<file path="src/rtl/reset_seq_sync.sv">
// reset_seq_sync: synchronises the release of ARSTN into the CLK domain,
// holds reset for a minimum time, then releases NUM_CH active-low
// synchronous resets one after another with a fixed stagger. A software
// request restarts the whole sequence without touching ARSTN.
module reset_seq_sync #(
    parameter int NUM_CH            = 4,
    parameter int SYNC_STAGES       = 2,
    parameter int MIN_ASSERT_CYCLES = 16,
    parameter int STAGGER_CYCLES    = 4
) (
    input  logic              CLK,
    input  logic              ARSTN,
    input  logic              SW_RST_REQ,
    output logic [NUM_CH-1:0] SRSTN,
    output logic              RST_DONE,
    output logic [1:0]        STATE
);

    localparam int MAX_CNT = (MIN_ASSERT_CYCLES > STAGGER_CYCLES) ? MIN_ASSERT_CYCLES : STAGGER_CYCLES;
    localparam int CNT_W   = $clog2(MAX_CNT + 1);
    localparam int IDX_W   = (NUM_CH > 1) ? $clog2(NUM_CH) : 1;

    typedef enum logic [1:0] {
        ST_HOLD    = 2'd0,
        ST_RELEASE = 2'd1,
        ST_RUN     = 2'd2
    } state_t;

    logic [SYNC_STAGES-1:0] r_syncChain;
    logic                   w_arstSyncN;

    state_t                 r_state;
    state_t                 w_stateNext;
    logic [CNT_W-1:0]       r_cnt;
    logic [CNT_W-1:0]       w_cntNext;
    logic [IDX_W-1:0]       r_chIdx;
    logic [IDX_W-1:0]       w_chIdxNext;
    logic [NUM_CH-1:0]      r_srstn;
    logic [NUM_CH-1:0]      w_srstnNext;
    logic                   r_done;
    logic                   w_doneNext;

    // Deassertion synchroniser: clears instantly, shifts a 1 in once ARSTN is released
    always_ff @(posedge CLK or negedge ARSTN) begin
        if (!ARSTN) begin
            r_syncChain <= '0;
        end else begin
            r_syncChain <= {r_syncChain[SYNC_STAGES-2:0], 1'b1};
        end
    end

    assign w_arstSyncN = r_syncChain[SYNC_STAGES-1];

    // State, counters and all reset outputs live in flops so outputs never glitch
    always_ff @(posedge CLK or negedge ARSTN) begin
        if (!ARSTN) begin
            r_state <= ST_HOLD;
            r_cnt   <= '0;
            r_chIdx <= '0;
            r_srstn <= '0;
            r_done  <= 1'b0;
        end else begin
            r_state <= w_stateNext;
            r_cnt   <= w_cntNext;
            r_chIdx <= w_chIdxNext;
            r_srstn <= w_srstnNext;
            r_done  <= w_doneNext;
        end
    end

    // Sequencer: hold for the minimum time, then release channels in index order
    always_comb begin
        w_stateNext = r_state;
        w_cntNext   = r_cnt;
        w_chIdxNext = r_chIdx;
        w_srstnNext = r_srstn;
        w_doneNext  = r_done;

        case (r_state)
            ST_HOLD: begin
                w_srstnNext = '0;
                w_doneNext  = 1'b0;
                w_chIdxNext = '0;
                if (SW_RST_REQ || !w_arstSyncN) begin
                    w_cntNext = '0;
                end else if (r_cnt == CNT_W'(MIN_ASSERT_CYCLES - 1)) begin
                    w_stateNext    = ST_RELEASE;
                    w_srstnNext    = '0;
                    w_srstnNext[0] = 1'b1;
                    w_cntNext      = '0;
                end else begin
                    w_cntNext = r_cnt + CNT_W'(1);
                end
            end

            ST_RELEASE: begin
                if (SW_RST_REQ) begin
                    w_stateNext = ST_HOLD;
                    w_srstnNext = '0;
                    w_doneNext  = 1'b0;
                    w_cntNext   = '0;
                    w_chIdxNext = '0;
                end else if (r_cnt == CNT_W'(STAGGER_CYCLES - 1) &&
                             r_chIdx == IDX_W'(NUM_CH - 1)) begin
                    w_stateNext = ST_RUN;
                    w_doneNext  = 1'b1;
                    w_cntNext   = '0;
                end else if (r_cnt == CNT_W'(STAGGER_CYCLES - 1)) begin
                    w_chIdxNext = r_chIdx + IDX_W'(1);
                    w_cntNext   = '0;
                    for (int i = 1; i < NUM_CH; i++) begin
                        if (IDX_W'(i) == r_chIdx + IDX_W'(1)) begin
                            w_srstnNext[i] = 1'b1;
                        end
                    end
                end else begin
                    w_cntNext = r_cnt + CNT_W'(1);
                end
            end

            ST_RUN: begin
                if (SW_RST_REQ) begin
                    w_stateNext = ST_HOLD;
                    w_srstnNext = '0;
                    w_doneNext  = 1'b0;
                    w_cntNext   = '0;
                    w_chIdxNext = '0;
                end
            end

            default: begin
                w_stateNext = ST_HOLD;
                w_srstnNext = '0;
                w_doneNext  = 1'b0;
                w_cntNext   = '0;
                w_chIdxNext = '0;
            end
        endcase
    end

    assign SRSTN    = r_srstn;
    assign RST_DONE = r_done;
    assign STATE    = r_state;

endmodule

</file>
<file path="config.mk">
export PLATFORM = sky130hd
export DESIGN_NAME = reset_seq_sync
export DESIGN_NICKNAME = d
export VERILOG_FILES = /design/src/rtl/reset_seq_sync.sv
export SDC_FILE = /design/constraint.sdc
export NUM_CORES = 1
export LEC_CHECK = 0
export BUFFER_PORTS_ARGS = -buffer_cell sky130_fd_sc_hd__buf_2
export CAP_MARGIN = 10
export CORE_UTILIZATION = 55
export CTS_BUF_LIST = sky130_fd_sc_hd__clkbuf_16
export CTS_CLUSTER_SIZE = 20
export DETAILED_ROUTE_END_ITERATION = 6
export GPL_TIMING_DRIVEN = 0
export PLACE_DENSITY = 0.76
export SKIP_LAST_GASP = 1
export SLEW_MARGIN = 30
export SYNTH_ARGS = -nofsm -noshare
export SYNTH_HDL_FRONTEND = slang
export SYNTH_SLANG_ARGS = --single-unit
</file>
<file path="constraint.sdc">
create_clock -name CLK -period 2.56 [get_ports CLK]
set_input_delay 0.512 -clock CLK [delete_from_list [all_inputs] [get_ports CLK]]
set_output_delay 0.512 -clock CLK [all_outputs]
set_load 0.01 [all_outputs]
</file>
==> results.cfg, run 1 <==
[outcome]
status = finished clean

[placed_design]
hpwl_um = 1050
numPortBuffers = 8
finalWeightedCongestion = 0.777

[synthesis]
yosys-top-cells-area = dfrtp_1 47%, ha_1 10%, nor2_1 4.9%
ys_ff_latch = 16
yosys.area.top_type = dfrtp_1
synth_ff_type = dfrtp_1
synth_edf_count = 0
seq_area_frac_synth_pct = 47.2
ys_types = 30
synth_fp_nets = 93
synth_area_um2 = 848
synth_top_cell_area_share_pct = 47.2
ys.warnings.count = 0
synth-async-reset-ratio_pct = 100
synth.avg_cell_area_um2 = 10.2
netlist_instances = 83

[timing]
fin_tns_setup_ns = 0
fin_crit_sh_pct = 85.3
setup_viol = 0
slew_violations = 0
tightest_slew_ns = 0.565
hold_slack_ns = 0.173
skew_ns = 0.00438
fmax_ghz = 0.458
min_period_ns = 2.18
rsz0062_at_grt = false
max-slew-margin-rel_pct = 62.2
hold_viol = 0

[hold_path]
hold_class = input port to async pin

[cts]
cts_setup_buffers = 0
cts_buffer_depth = 2
htreeDepth = 1
clk_latency_ns = 0.24
clk_pin_slew_ns = 0.05
cts-root-buf = clkbuf_16
cts_sinks = 16
cts_tree = done
cts_hold_buf = 0
cts_made_buffers = 3
ctsResizeCount = 0

[detailed_routing]
num_vias = 638
wl_um = 1570
drtIter0Drc = 10
drc_errors = 0
drt_first_pass_iters = 4
vias_per_cell = 5.80
avgRoutedWirePerCell_um = 14.2
drtAntennaViolNets = 0

[worst_setup_path]
critPathMaxFanout = 5
ff2ff_path_depth = 8
crit_chain = ha_1 -> nand3_1 -> inv_1 -> ha_1 -> or4b_4 -> o22ai_4 -> a41oi_1 -> a31oi_1
cp_data_arrival_time_ns = 2.35
r2r_end = r_cnt[3]$_DFFE_PN0P_
crit_family = simple AND/OR/NAND/NOR gates
reg2reg_from = r_cnt[0]$_DFFE_PN0P_
end_kind = register
critical_path_class = register to register
crit_required_ns = 2.72
r2r_slack_ns = 0.38
critPathMostFrequentCell = ha_1
crit_slowest_cell = or4b_4
cp-start-kind = register
crit_buf_inv = 1
max_stage_delay_ns = 0.54

[final_layout]
areaGrowthSynthToFinish_pct = 16.2
nNetsFinal = 106
drive_gt1_share_pct = 16.8
antennaDiodeCount = 0
fillers = 108

[die]
rows = 13
io_pins = 10
die_area_um2 = 1700
die_w_um = 41.3
die_h_um = 41.3
core-area_um2 = 1370
start_util_pct = 62.1

[global_route]
grt_max_degree = 17
globalRouteOverflowTotal = 0
grtUsageTotal_pct = 22.9
antenna_found_initial = 0
grt_pass1_wl_um = 2420
grt_pass1_vias = 558

[power]
clock_power_share_pct = 46.0
power_density_nw_per_um2 = 662
p_seq_share_pct = 45.8
swShare_pct = 22.7
intPower_w = 0.000505
peakVddDrop_uv = 461
p_leak_nw = 0.465
total_power_w = 0.000653
power_switching_w = 0.000148
combPwrFrac_pct = 8.3

[flow_run]
drv_cap = 0
-- worst register-to-register path: cells and delay by family (launching register included) --
kind / cells / cell delay [ns]
fa+ha+maj: 2 / 0.46
simple gates: 2 / 0.67
buf+inv: 1 / 0.07
flops: 1 / 0.42
compound gates: 3 / 0.49
-- kinds of logic (layout without fill, tap and decap cells) --
kind of cell    Yosys count  in the layout  share of synthesized area (%)
fa+ha+maj                 7              7                           10.3
flops                    16             16                           47.2
compound gates           19             19                           15.2
buf+inv                   8             20                           4.42
simple gates             31             31                           21.1
mux                       1              1                           1.33
other cells               1              1                          0.442
-- routing by layer --
layer | vias up | wire length, um | global-route usage, % | share of wire (%)
li1 | 318 | - | - | -
met1 | 305 | 793 | 29.2 | 51
met2 | 13 | 718 | 34.8 | 46
met3 | 2 | 40 | 6.52 | 2.6
met4 | 0 | 12 | 12.1 | 0.77
met5 | - | 0 | 0 | 0
-- power by group through the flow --
| stage | sequential [W] | combinational (W) | clock (W) |
|---|---|---|---|
| after floorplan | 0.000297 | 0.0000420 | 0 |
| after global placement | 0.000302 | 0.0000531 | 0 |
| after detailed placement | 0.000302 | 0.0000545 | 0 |
| after CTS | 0.000298 | 0.0000548 | 0.000305 |
| after global routing | 0.000303 | 0.0000626 | 0.000317 |
| final | 0.000299 | 0.0000540 | 0.000300 |
-- stage by stage --
stage / cells / cell area, um^2 / utilization [%] / setup WS [ns]
after floorplan: 83 / 848 / - / 0.575
after global placement: 106 / 907 / 66.4 / 0.461
after detailed placement: 106 / 907 / 66.4 / 0.427
after CTS: 110 / 986 / 72.2 / 0.388
after global routing: 110 / 986 / 72.2 / 0.264
final: 110 / 986 / 72.2 / 0.377
-- layout make-up --
cell class | instances | area, um^2 | share of cell area (%)
buffer | 2 | 15.0 | 1.52
clock inverter | 1 | 3.75 | 0.381
sequential | 16 | 400 | 40.6
timing repair buffer | 8 | 40.0 | 4.06
clock buffer | 3 | 75.1 | 7.61
tap | 15 | 18.8 | 1.90
multi-input combinational | 59 | 410 | 41.6
inverter | 6 | 22.5 | 2.28
-- flip-flops by register name, indices dropped and copies added (netlist names) --
| signal | cells |
|---|---|
| SRSTN | 4 |
| r_cnt | 5 |
| STATE | 2 |
| RST_DONE | 1 |
| r_syncChain | 2 |
| r_chIdx | 2 |
-- synthesized netlist by cell type, drive strengths merged (2+ instances only) --
cell type,n
dfrtp,16
nor2,11
a21oi,8
ha,7
inv,6
a31oi,4
nand2,3
nand3,3
nand2b,2
nand3b,2
nor3,2
o21ai,2
or4b,2
-- placed cells by master (no fill, tap or decap), drive strengths merged --
| cell | count |
|---|---|
| dfrtp | 16 |
| nor2 | 11 |
| buf | 9 |
| a21oi | 8 |
| ha | 7 |
| inv | 6 |
| a31oi | 4 |
| clkbuf | 4 |
| nand3 | 3 |
| nand2 | 3 |
| nand2b | 2 |
| nor3 | 2 |
| nand3b | 2 |
| or4b | 2 |
| o21ai | 2 |
| nor3b | 1 |
| or3 | 1 |
| or3b | 1 |
| nor4b | 1 |
| o22ai | 1 |
| o211ai | 1 |
| mux2 | 1 |
| and2 | 1 |
| o32ai | 1 |
| nor2b | 1 |
| a22o | 1 |
| a41oi | 1 |
| clkinv | 1 |
| conb | 1 |
-- worst max-delay path by stage --
stage / from / endpoint / slack [ns] / depth (start not counted)
after floorplan: r_cnt[0]$_DFFE_PN0P_ / r_cnt[3]$_DFFE_PN0P_ / 0.57 / 8
after global placement: r_cnt[0]$_DFFE_PN0P_ / r_cnt[3]$_DFFE_PN0P_ / 0.46 / 8
after detailed placement: r_cnt[0]$_DFFE_PN0P_ / r_cnt[3]$_DFFE_PN0P_ / 0.43 / 8
after CTS: r_cnt[0]$_DFFE_PN0P_ / r_cnt[3]$_DFFE_PN0P_ / 0.39 / 8
after global routing: r_cnt[0]$_DFFE_PN0P_ / r_cnt[3]$_DFFE_PN0P_ / 0.26 / 8
final: r_cnt[0]$_DFFE_PN0P_ / r_cnt[3]$_DFFE_PN0P_ / 0.38 / 8
Note: power is estimated with default switching activity, not from simulation.
==> run 2, diff against run 1 <==
==> constraint.sdc (replaced) <==
create_clock -name CLK -period 2.56 [get_ports CLK]
set_input_delay 0.256 -clock CLK [delete_from_list [all_inputs] [get_ports CLK]]
set_output_delay 0.256 -clock CLK [all_outputs]
set_load 0.01 [all_outputs]
==> results.cfg, run 2 (same netlist as run 1, synthesis figures left out) <==
[cts]
cts_sinks = 16
clk_pin_slew_ns = 0.05
cts_buffer_depth = 2
cts_made_buffers = 3
cts_tree = done
cts-root-buf = clkbuf_16
cts_setup_buffers = 0
htreeDepth = 1
clk_latency_ns = 0.24

[detailed_routing]
avgRoutedWirePerCell_um = 14.2
drtIter0Drc = 10
num_vias = 639
drc_errors = 0
drt_first_pass_iters = 4
drtAntennaViolNets = 0
wl_um = 1570
vias_per_cell = 5.76

[worst_setup_path]
crit_chain = ha_1 -> nand3_1 -> inv_1 -> ha_1 -> or4b_4 -> o22ai_4 -> a41oi_1 -> a31oi_1
crit_required_ns = 2.72
max_stage_delay_ns = 0.54
cp-start-kind = register
critPathMaxFanout = 5
crit_slowest_cell = or4b_4
crit_family = simple AND/OR/NAND/NOR gates
critPathMostFrequentCell = ha_1
end_kind = register
critical_path_class = register to register
cp_data_arrival_time_ns = 2.35
crit_buf_inv = 1

[final_layout]
final_core_util_pct = 72.9
fillers = 106
nNetsFinal = 107
largest_reg_flops = 5
final_common_cell = dfrtp_1
antennaDiodeCount = 0
layout_common_cells = 16 x dfrtp_1, 11 x nor2_1, 8 x a21oi_1, 8 x buf_2, 7 x ha_1
drive_gt1_share_pct = 16.7
areaGrowthSynthToFinish_pct = 17.4
regMostFlops = r_cnt

[die]
die_area_um2 = 1700
start_util_pct = 62.1
core-area_um2 = 1370
io_pins = 10
die_h_um = 41.3
die_w_um = 41.3
rows = 13

[timing]
fin_crit_sh_pct = 85.3
fmax_ghz = 0.458
fin_tns_setup_ns = 0
slew_violations = 0
rsz0062_at_grt = false
max-slew-margin-rel_pct = 62.2
hold_slack_ns = 0.200
skew_ns = 0.00438
hold_viol = 0
setup_viol = 0
tightest_slew_ns = 0.565
min_period_ns = 2.18

[global_route]
grt_pass1_wl_um = 2410
grt_pass1_vias = 552
grtUsageTotal_pct = 22.8
grt_max_degree = 17
antenna_found_initial = 0
globalRouteOverflowTotal = 0

[hold_path]
hold_class = input port to register

[power]
p_leak_nw = 0.469
power_density_nw_per_um2 = 657
peakVddDrop_uv = 462

[placed_design]
hpwl_um = 1050
finalWeightedCongestion = 0.777
numPortBuffers = 8

[flow_run]
drv_cap = 0

[outcome]
status = finished clean
-- run 2: cell types whose count changed in the layout (fill, tap and decap cells not counted), sizes merged --
cell | previous run | this run
dlygate4sd3 | 0 | 1
-- run 2: stage by stage --
step           area, um^2  setup slack [ns]  std cells  total power, W
6_report              996             0.377        111        0.000654
3_3_place_gp          907             0.461        106        0.000355
5_1_grt               996             0.264        111        0.000684
3_5_place_dp          907             0.427        106        0.000357
2_1_floorplan         848             0.575         83        0.000339
4_1_cts               996             0.388        111        0.000659
-- run 2: layer usage --
layer / up-vias / part of all wire, % / wire length [um] / global-route usage (%)
met1: 303 / 51 / 805 / 29.2
met5: - / 0 / 0 / 0
met4: 0 / 0.76 / 12 / 12.1
met3: 2 / 2.4 / 38 / 6.52
met2: 13 / 45 / 715 / 34.4
li1: 321 / - / - / -
-- run 2: worst paths after layout --
kind / from / endpoint / slack, ns / cells past startpoint
min in group asynchronous: ARSTN / r_cnt[4]$_DFFE_PN0P_ / 0.45 / 2
hold / removal: SW_RST_REQ / r_cnt[4]$_DFFE_PN0P_ / 0.20 / 2
setup reg to reg: r_cnt[0]$_DFFE_PN0P_ / r_cnt[3]$_DFFE_PN0P_ / 0.38 / 8
max in group asynchronous: ARSTN / r_chIdx[1]$_DFFE_PN0P_ / 1.84 / 2
hold reg to reg: r_syncChain[0]$_DFF_PN0_ / r_syncChain[1]$_DFF_PN0_ / 0.35 / 0
setup / recovery: r_cnt[0]$_DFFE_PN0P_ / r_cnt[3]$_DFFE_PN0P_ / 0.38 / 8
-- run 2: final cells by class --
cell class | instances | area [um^2] | share of cell area [%]
multi-input cells | 59 | 410 | 41.2
flip-flops and latches | 16 | 400 | 40.2
clock buffers | 3 | 75.1 | 7.54
repair buffers | 9 | 50.0 | 5.03
inverters | 6 | 22.5 | 2.26
well taps | 15 | 18.8 | 1.88
plain buffers | 2 | 15.0 | 1.51
clock inverters | 1 | 3.75 | 0.377
-- run 2: report_power, final --
group | internal (W) | total (W) | leakage, nW | switching, W
clock network | 0.000207 | 0.000300 | 0.0385 | 0.0000933
registers | 0.000273 | 0.000299 | 0.217 | 0.0000263
logic | 0.0000262 | 0.0000552 | 0.214 | 0.0000289
total | 0.000506 | 0.000654 | 0.469 | 0.000148
-- run 2: what timing repair did --
action                                 in CTS  in global routing
hold buffers                                1                  0
endpoints found under the hold margin      16                  0
resized for setup                           0                  0
